<file path="config.mk">
export PLATFORM = sky130hd
export DESIGN_NAME = grant_capture_mux
export DESIGN_NICKNAME = d
export VERILOG_FILES = /design/src/rtl/grant_capture_mux_pkg.sv /design/src/rtl/grant_capture_fifo.sv /design/src/rtl/grant_capture_mux.sv
export SDC_FILE = /design/constraint.sdc
export NUM_CORES = 1
export LEC_CHECK = 0
export ABC_CLOCK_PERIOD_IN_PS = 3000
export BUFFER_PORTS_ARGS = -buffer_cell sky130_fd_sc_hd__buf_2
export CAP_MARGIN = 40
export CELL_PAD_IN_SITES_DETAIL_PLACEMENT = 0
export CELL_PAD_IN_SITES_GLOBAL_PLACEMENT = 2
export CORE_MARGIN = 5
export CORE_UTILIZATION = 38
export DETAILED_ROUTE_END_ITERATION = 8
export PLACE_DENSITY_LB_ADDON = 0.05
export SKIP_CTS_REPAIR_TIMING = 1
export SYNTH_ARGS = -nofsm -noshare
export SYNTH_HDL_FRONTEND = slang
export SYNTH_SLANG_ARGS = --single-unit
</file>
<file path="constraint.sdc">
create_clock -name clk -period 3 [get_ports clk]
set_input_delay 0 -clock clk [delete_from_list [all_inputs] [get_ports clk]]
set_output_delay 0 -clock clk [all_outputs]
set_load 0.01 [all_outputs]
</file>
<file path="src/rtl/grant_capture_mux_pkg.sv">
// Shared helpers for clients of the one-hot round-robin arbiter:
// width derivation, one-hot to index encoding and the error-cause record.
package grant_capture_mux_pkg;

  // Widest request vector the shared encoder accepts
  localparam int MAX_CH = 64;

  // Causes that can raise the sticky protocol error flag
  typedef struct packed {
    logic multi_grant;  // grant vector had more than one bit set
    logic spurious;     // grant arrived for a channel with no valid word
    logic overflow;     // a capture arrived while the FIFO was full
  } err_cause_t;

  // Ceiling log2, never below 1 so that derived index fields stay non-empty
  function automatic int clog2_f(input int value);
    int res;
    res = 1;
    for (int i = 1; i < 31; i++) begin
      if ((32'd1 << i) < value) begin
        res = i + 1;
      end
    end
    return res;
  endfunction

  // Index of the lowest set bit; zero when no bit is set
  function automatic logic [5:0] onehot_to_idx(input logic [MAX_CH-1:0] vec);
    logic [5:0] idx;
    logic       found;
    idx   = 6'd0;
    found = 1'b0;
    for (int i = 0; i < MAX_CH; i++) begin
      if (vec[i] && !found) begin
        idx   = 6'(i);
        found = 1'b1;
      end
    end
    return idx;
  endfunction

endpackage

</file>
<file path="src/rtl/grant_capture_fifo.sv">
// First-word-fall-through FIFO holding captured {source index, data} entries.
// The head entry is read straight out of the storage registers; a push into a
// full FIFO is dropped and a pop from an empty FIFO is ignored.
module grant_capture_fifo
  import grant_capture_mux_pkg::*;
#(
  parameter  int DW    = 34,
  parameter  int DEPTH = 4,
  localparam int CNT_W = clog2_f(DEPTH + 1)
) (
  input  logic             clk,
  input  logic             rst_n,
  input  logic             push,
  input  logic [DW-1:0]    push_data,
  input  logic             pop,
  output logic [DW-1:0]    head_data,
  output logic             head_valid,
  output logic [CNT_W-1:0] count,
  output logic             full
);

  localparam int              PTR_W  = clog2_f(DEPTH);
  localparam logic [CNT_W-1:0] FULL_C = CNT_W'(DEPTH);

  logic [DW-1:0]    mem_r [DEPTH];
  logic [PTR_W-1:0] wr_ptr_r;
  logic [PTR_W-1:0] rd_ptr_r;
  logic [CNT_W-1:0] count_r;
  logic             do_push_s;
  logic             do_pop_s;

  assign full       = (count_r == FULL_C);
  assign head_valid = (count_r != {CNT_W{1'b0}});
  assign do_push_s  = push & ~full;
  assign do_pop_s   = pop & head_valid;
  assign head_data  = mem_r[rd_ptr_r];
  assign count      = count_r;

  // Storage write and pointer advance; pointers wrap naturally (power-of-two depth)
  always_ff @(posedge clk or negedge rst_n) begin
    if (!rst_n) begin
      for (int i = 0; i < DEPTH; i++) begin
        mem_r[i] <= {DW{1'b0}};
      end
      wr_ptr_r <= {PTR_W{1'b0}};
      rd_ptr_r <= {PTR_W{1'b0}};
    end else begin
      if (do_push_s) begin
        mem_r[wr_ptr_r] <= push_data;
        wr_ptr_r        <= wr_ptr_r + PTR_W'(1);
      end else begin
        wr_ptr_r <= wr_ptr_r;
      end
      if (do_pop_s) begin
        rd_ptr_r <= rd_ptr_r + PTR_W'(1);
      end else begin
        rd_ptr_r <= rd_ptr_r;
      end
    end
  end

  // Occupancy tracking; simultaneous push and pop leaves it unchanged
  always_ff @(posedge clk or negedge rst_n) begin
    if (!rst_n) begin
      count_r <= {CNT_W{1'b0}};
    end else begin
      case ({do_push_s, do_pop_s})
        2'b10:   count_r <= count_r + CNT_W'(1);
        2'b01:   count_r <= count_r - CNT_W'(1);
        default: count_r <= count_r;
      endcase
    end
  end

endmodule

</file>
<file path="src/rtl/grant_capture_mux.sv">
// Client-side glue for the one-hot round-robin arbiter: builds the request
// vector from per-channel valid/data sources, captures the granted channel's
// word into an output FIFO, acks the source, and throttles requests by FIFO
// credit so that a granted word always has room.
// Optional protocol checking is built when GRANT_CAPTURE_MUX_ERR_EN is defined;
// otherwise err is tied low.
module grant_capture_mux
  import grant_capture_mux_pkg::*;
#(
  parameter  int N     = 4,
  parameter  int W     = 32,
  parameter  int DEPTH = 4,
  localparam int SRC_W = clog2_f(N)
) (
  input  logic             clk,
  input  logic             rst_n,
  input  logic [N-1:0]     s_valid,
  input  logic [N*W-1:0]   s_data,
  output logic [N-1:0]     s_ack,
  output logic [N-1:0]     arb_req,
  input  logic [N-1:0]     arb_grant,
  output logic             m_valid,
  output logic [W-1:0]     m_data,
  output logic [SRC_W-1:0] m_src,
  input  logic             m_ready,
  output logic             err
);

  localparam int               CNT_W   = clog2_f(DEPTH + 1);
  localparam int               EW      = W + SRC_W;
  localparam logic [CNT_W:0]   DEPTH_C = (CNT_W + 1)'(DEPTH);

  logic                run_r;
  logic                grant_any_s;
  logic [N-1:0]        grant_low_s;
  logic [MAX_CH-1:0]   grant_ext_s;
  logic [SRC_W-1:0]    idx_s;
  logic [W-1:0]        sel_data_s;
  logic                space_ok_s;
  logic                ack_any_s;
  logic                push_s;
  logic                full_s;
  logic                head_valid_s;
  logic [CNT_W-1:0]    count_s;
  logic [EW-1:0]       head_s;

  // Requests and acks stay quiet from reset assertion until the first edge
  // after release, so in-flight grants around a reset are never acknowledged.
  always_ff @(posedge clk or negedge rst_n) begin
    if (!rst_n) begin
      run_r <= 1'b0;
    end else begin
      run_r <= 1'b1;
    end
  end

  // Grant decode: a multi-bit grant resolves to its lowest channel
  assign grant_any_s = |arb_grant;
  assign grant_low_s = arb_grant & (~arb_grant + {{(N-1){1'b0}}, 1'b1});
  assign grant_ext_s = {{(MAX_CH-N){1'b0}}, arb_grant};
  assign idx_s       = SRC_W'(onehot_to_idx(grant_ext_s));
  assign sel_data_s  = s_data[int'(idx_s) * W +: W];

  // Credit counts the grant already in flight so the word it brings has room
  assign space_ok_s = ({1'b0, count_s} + {{CNT_W{1'b0}}, grant_any_s}) < DEPTH_C;

  // The granted channel is masked so it cannot re-request while its source
  // is still dropping or replacing the word just captured.
  assign arb_req = s_valid & ~arb_grant & {N{space_ok_s & run_r}};

  assign s_ack     = grant_low_s & s_valid & {N{run_r}};
  assign ack_any_s = |s_ack;
  assign push_s    = ack_any_s & ~full_s;

  grant_capture_fifo #(
    .DW    (EW),
    .DEPTH (DEPTH)
  ) u_fifo (
    .clk        (clk),
    .rst_n      (rst_n),
    .push       (push_s),
    .push_data  ({idx_s, sel_data_s}),
    .pop        (m_ready),
    .head_data  (head_s),
    .head_valid (head_valid_s),
    .count      (count_s),
    .full       (full_s)
  );

  assign m_valid = head_valid_s;
  assign m_data  = head_s[W-1:0];
  assign m_src   = head_s[EW-1:W];

`ifdef GRANT_CAPTURE_MUX_ERR_EN
  err_cause_t cause_s;
  logic       err_r;

  // Classify arbiter/FIFO protocol violations visible this cycle
  always_comb begin
    cause_s             = '0;
    cause_s.multi_grant = |(arb_grant & ~grant_low_s);
    cause_s.spurious    = grant_any_s & ~(|(grant_low_s & s_valid));
    cause_s.overflow    = ack_any_s & full_s;
  end

  // Sticky error flag; only reset clears it
  always_ff @(posedge clk or negedge rst_n) begin
    if (!rst_n) begin
      err_r <= 1'b0;
    end else if (run_r && (|cause_s)) begin
      err_r <= 1'b1;
    end else begin
      err_r <= err_r;
    end
  end

  assign err = err_r;
`else
  assign err = 1'b0;
`endif

endmodule

</file>
==> impl_metrics.py <==
metrics = {
    "route": {
        "routedWlPerCell_um": 18.8,
        "viasPerCell": 5.04,
        "finalWirelength_um": 17000,
        "drtPass1Iterations": 4,
        "drc": 0,
        "drtAntennaViolNets": 0,
        "drtIter0Drc": 136,
        "vias": 4565,
    },
    "placed_design": {
        "gp_congestion": 0.724,
        "hpwl_um": 12100,
        "io_buffer_count": 181,
    },
    "synth": {
        "synth_most_common_cell": "dfrtp_1",
        "syn_avg_cell_area_um2": 17.0,
        "yosysWarnings": 0,
        "seq_area_frac_synth_pct": 48.7,
        "ys_types": 39,
        "netlist_area_mm2": 0.00740,
        "synth_top_area_share_pct": 48.7,
        "synthTopCellsByCount": "dfrtp_1, mux2_2, mux4_2",
        "synth_nets": 581,
        "synthArstFlopShare_pct": 100,
        "synth-edff-count": 0,
        "synth_seq_cells": 144,
        "synth_ff_type": "dfrtp_1",
        "syn_inst": 436,
        "yosys-top-cells-area": "dfrtp_1, mux4_2, mux2_2",
        "yosys.area.top_type": "dfrtp_1",
    },
    "floorplanning": {
        "core-area_mm2": 0.0193,
        "die_x_um": 150,
        "pin_count": 183,
        "die_y_um": 150,
        "initial_core_util_pct": 38.3,
        "dieArea_mm2": 0.0224,
        "num_rows": 51,
    },
    "cts": {
        "clock_sinks": 144,
        "cts-root-buf": "clkbuf_16",
        "cts_max_level": 4,
        "clkTransAtPathRegs_ns": 0.06,
        "clk_latency_ns": 0.41,
        "cts_buffers": 17,
        "tritoncts": "yes",
        "cts_buffer_depth": 2,
    },
    "sta": {
        "finalClockSkew_ns": 0.00699,
        "hold_ws_ns": -0.00465,
        "fmax_mhz": 425,
        "hold_viol_final": 1,
        "setup_tns_ns": 0,
        "fin_crit_sh_pct": 78.4,
        "drv_slew": 0,
        "setup_viol": 0,
        "layout_min_cycle_time_ns": 2.35,
        "slew_headroom_pct": 41.7,
        "rsz0062_at_grt": "no",
        "tightestPinTransition_ns": 0.864,
    },
    "layout": {
        "syn_to_final_growth_pct": 24.2,
        "final_nets": 772,
        "utilization_pct": 47.6,
        "ff_latch_area_mm2": 0.00361,
        "fill_cells": 1727,
        "drive_gt1_share_pct": 68.6,
        "multiInputGateArea_mm2": 0.00352,
        "diodes": 0,
    },
    "setup_path": {
        "required_ns": 3.33,
        "cp-start-kind": "flip-flop",
        "cp-end-kind": "flip-flop",
        "worstPathArrival_ns": 2.68,
        "cp_max_fo": 5,
        "worstSetupPathType": "flip-flop to flip-flop",
    },
    "grt": {
        "grt_max_degree": 62,
        "grt_pass1_vias": 5132,
        "grt_antenna_before_repair": 0,
        "grt_overflow": 0,
        "grt_usage_pct": 15.9,
        "grt_pass1_wl_um": 27400,
    },
    "pwr": {
        "swShare_pct": 30.7,
        "p_int_mw": 6.32,
        "max-vdd-ir-drop_mv": 0.432,
        "seq_power_share_pct": 38.3,
        "power_mw": 9.11,
        "p_leak_nw": 4.06,
        "clockPowerShare_pct": 23.7,
        "power_frac_comb_pct": 38.0,
        "power-per-cell-area_mw_per_mm2": 991,
        "p_sw_mw": 2.80,
    },
    "outcome": {
        "violations": "negative hold slack",
        "status": "finished, violations left",
    },
    "hold_path": {
        "hp-class": "primary input to flip-flop",
    },
    "job": {
        "drv_cap": 0,
    },
}
-- state kept, by name, indices dropped and copies added (netlist names) --
register / cells
u_fifo.mem_r: 136
u_fifo.count: 3
u_fifo.rd_ptr_r: 2
u_fifo.wr_ptr_r: 2
run_r: 1
-- layer usage --
| layer | vias to the layer above | GRT usage, % | wire length [um] | share of wire [%] |
|---|---|---|---|---|
| met5 | - | 0 | 0 | 0 |
| met4 | 0 | 3.30 | 119 | 0.70 |
| met3 | 8 | 4.15 | 835 | 4.9 |
| met2 | 117 | 26.5 | 8570 | 50 |
| met1 | 2381 | 21.1 | 7510 | 44 |
| li1 | 2059 | - | - | - |
-- power groups by stage --
stage / clock [mW] / combinational (mW) / sequential, mW
after global routing: 2.30 / 3.78 / 3.63
after detailed placement: 0 / 3.56 / 3.53
final: 2.16 / 3.47 / 3.49
after floorplan: 0 / 2.67 / 3.23
after global placement: 0 / 3.49 / 3.48
after CTS: 2.21 / 3.57 / 3.50
-- area by class of cell --
cell class	count	share of cell area, %
clock buffers	17	4.63
inverters	7	0.286
repair buffers	201	11.9
multi-input cells	256	38.3
flip-flops and latches	144	39.2
clock inverters	15	2.03
well taps	265	3.61
-- cell families (layout without fill, tap and decap cells) --
group	Yosys count	after routing	synth area share (%)
buf+inv	36	240	3.85
xor+xnor	6	6	0.710
simple gates	29	29	2.25
compound gates	9	9	1.81
flops	144	144	48.7
mux	204	204	41.5
other cells	2	2	0.101
fa+ha+maj	6	6	1.12
-- cell usage in the layout, fill, tap and decap left out, drive strengths merged, types with 2 or more instances in the layout --
cell type and instances:
clkinv 5, inv 10, and2 2, dfrtp 144
mux4 66, clkinvlp 4, conb 2, buf 200
a21oi 4, nor2 5, clkbuf 17, nor3 3
xor2 2, nor3b 4, xnor2 4, ha 5
mux2 137, bufinv 3, nand2 7
-- critical path: stages (launching register included) --
cell and delay [ns]:
dfrtp_1 0.42, nand2b_1 0.14, a211o_4 0.35, a21boi_0 0.40
inv_1 0.10, ha_1 0.22, inv_1 0.07, fa_1 0.41
mux2i_1 0.15
-- stage by stage --
stage / cell area [um^2] / worst slack, ns / hold WS (ns) / instances
after floorplan: 7400 / 0.842 / -0.296 / 436
after global placement: 8550 / 0.714 / 0.239 / 871
after detailed placement: 8570 / 0.658 / 0.0115 / 872
after CTS: 9190 / 0.625 / -0.437 / 904
after global routing: 9200 / 0.444 / 0.0123 / 905
final: 9200 / 0.647 / -0.00465 / 905
-- final timing paths --
| kind | cells after the start | endpoint | from | slack, ns |
|---|---|---|---|---|
| min reg2reg | 1 | u_fifo.mem_r[134] | u_fifo.mem_r[134] | 0.48 |
| min | 3 | u_fifo.rd_ptr_r[0] | m_ready | -0.005 |
| max | 8 | u_fifo.count[1] | run_r | 0.65 |
| min in group asynchronous | 2 | u_fifo.mem_r[76] | rst_n | 0.12 |
| max in group asynchronous | 3 | u_fifo.mem_r[125] | rst_n | 2.18 |
| max reg2reg | 8 | u_fifo.count[1] | run_r | 0.65 |
No activity file was read; power rests on OpenSTA's default activity.
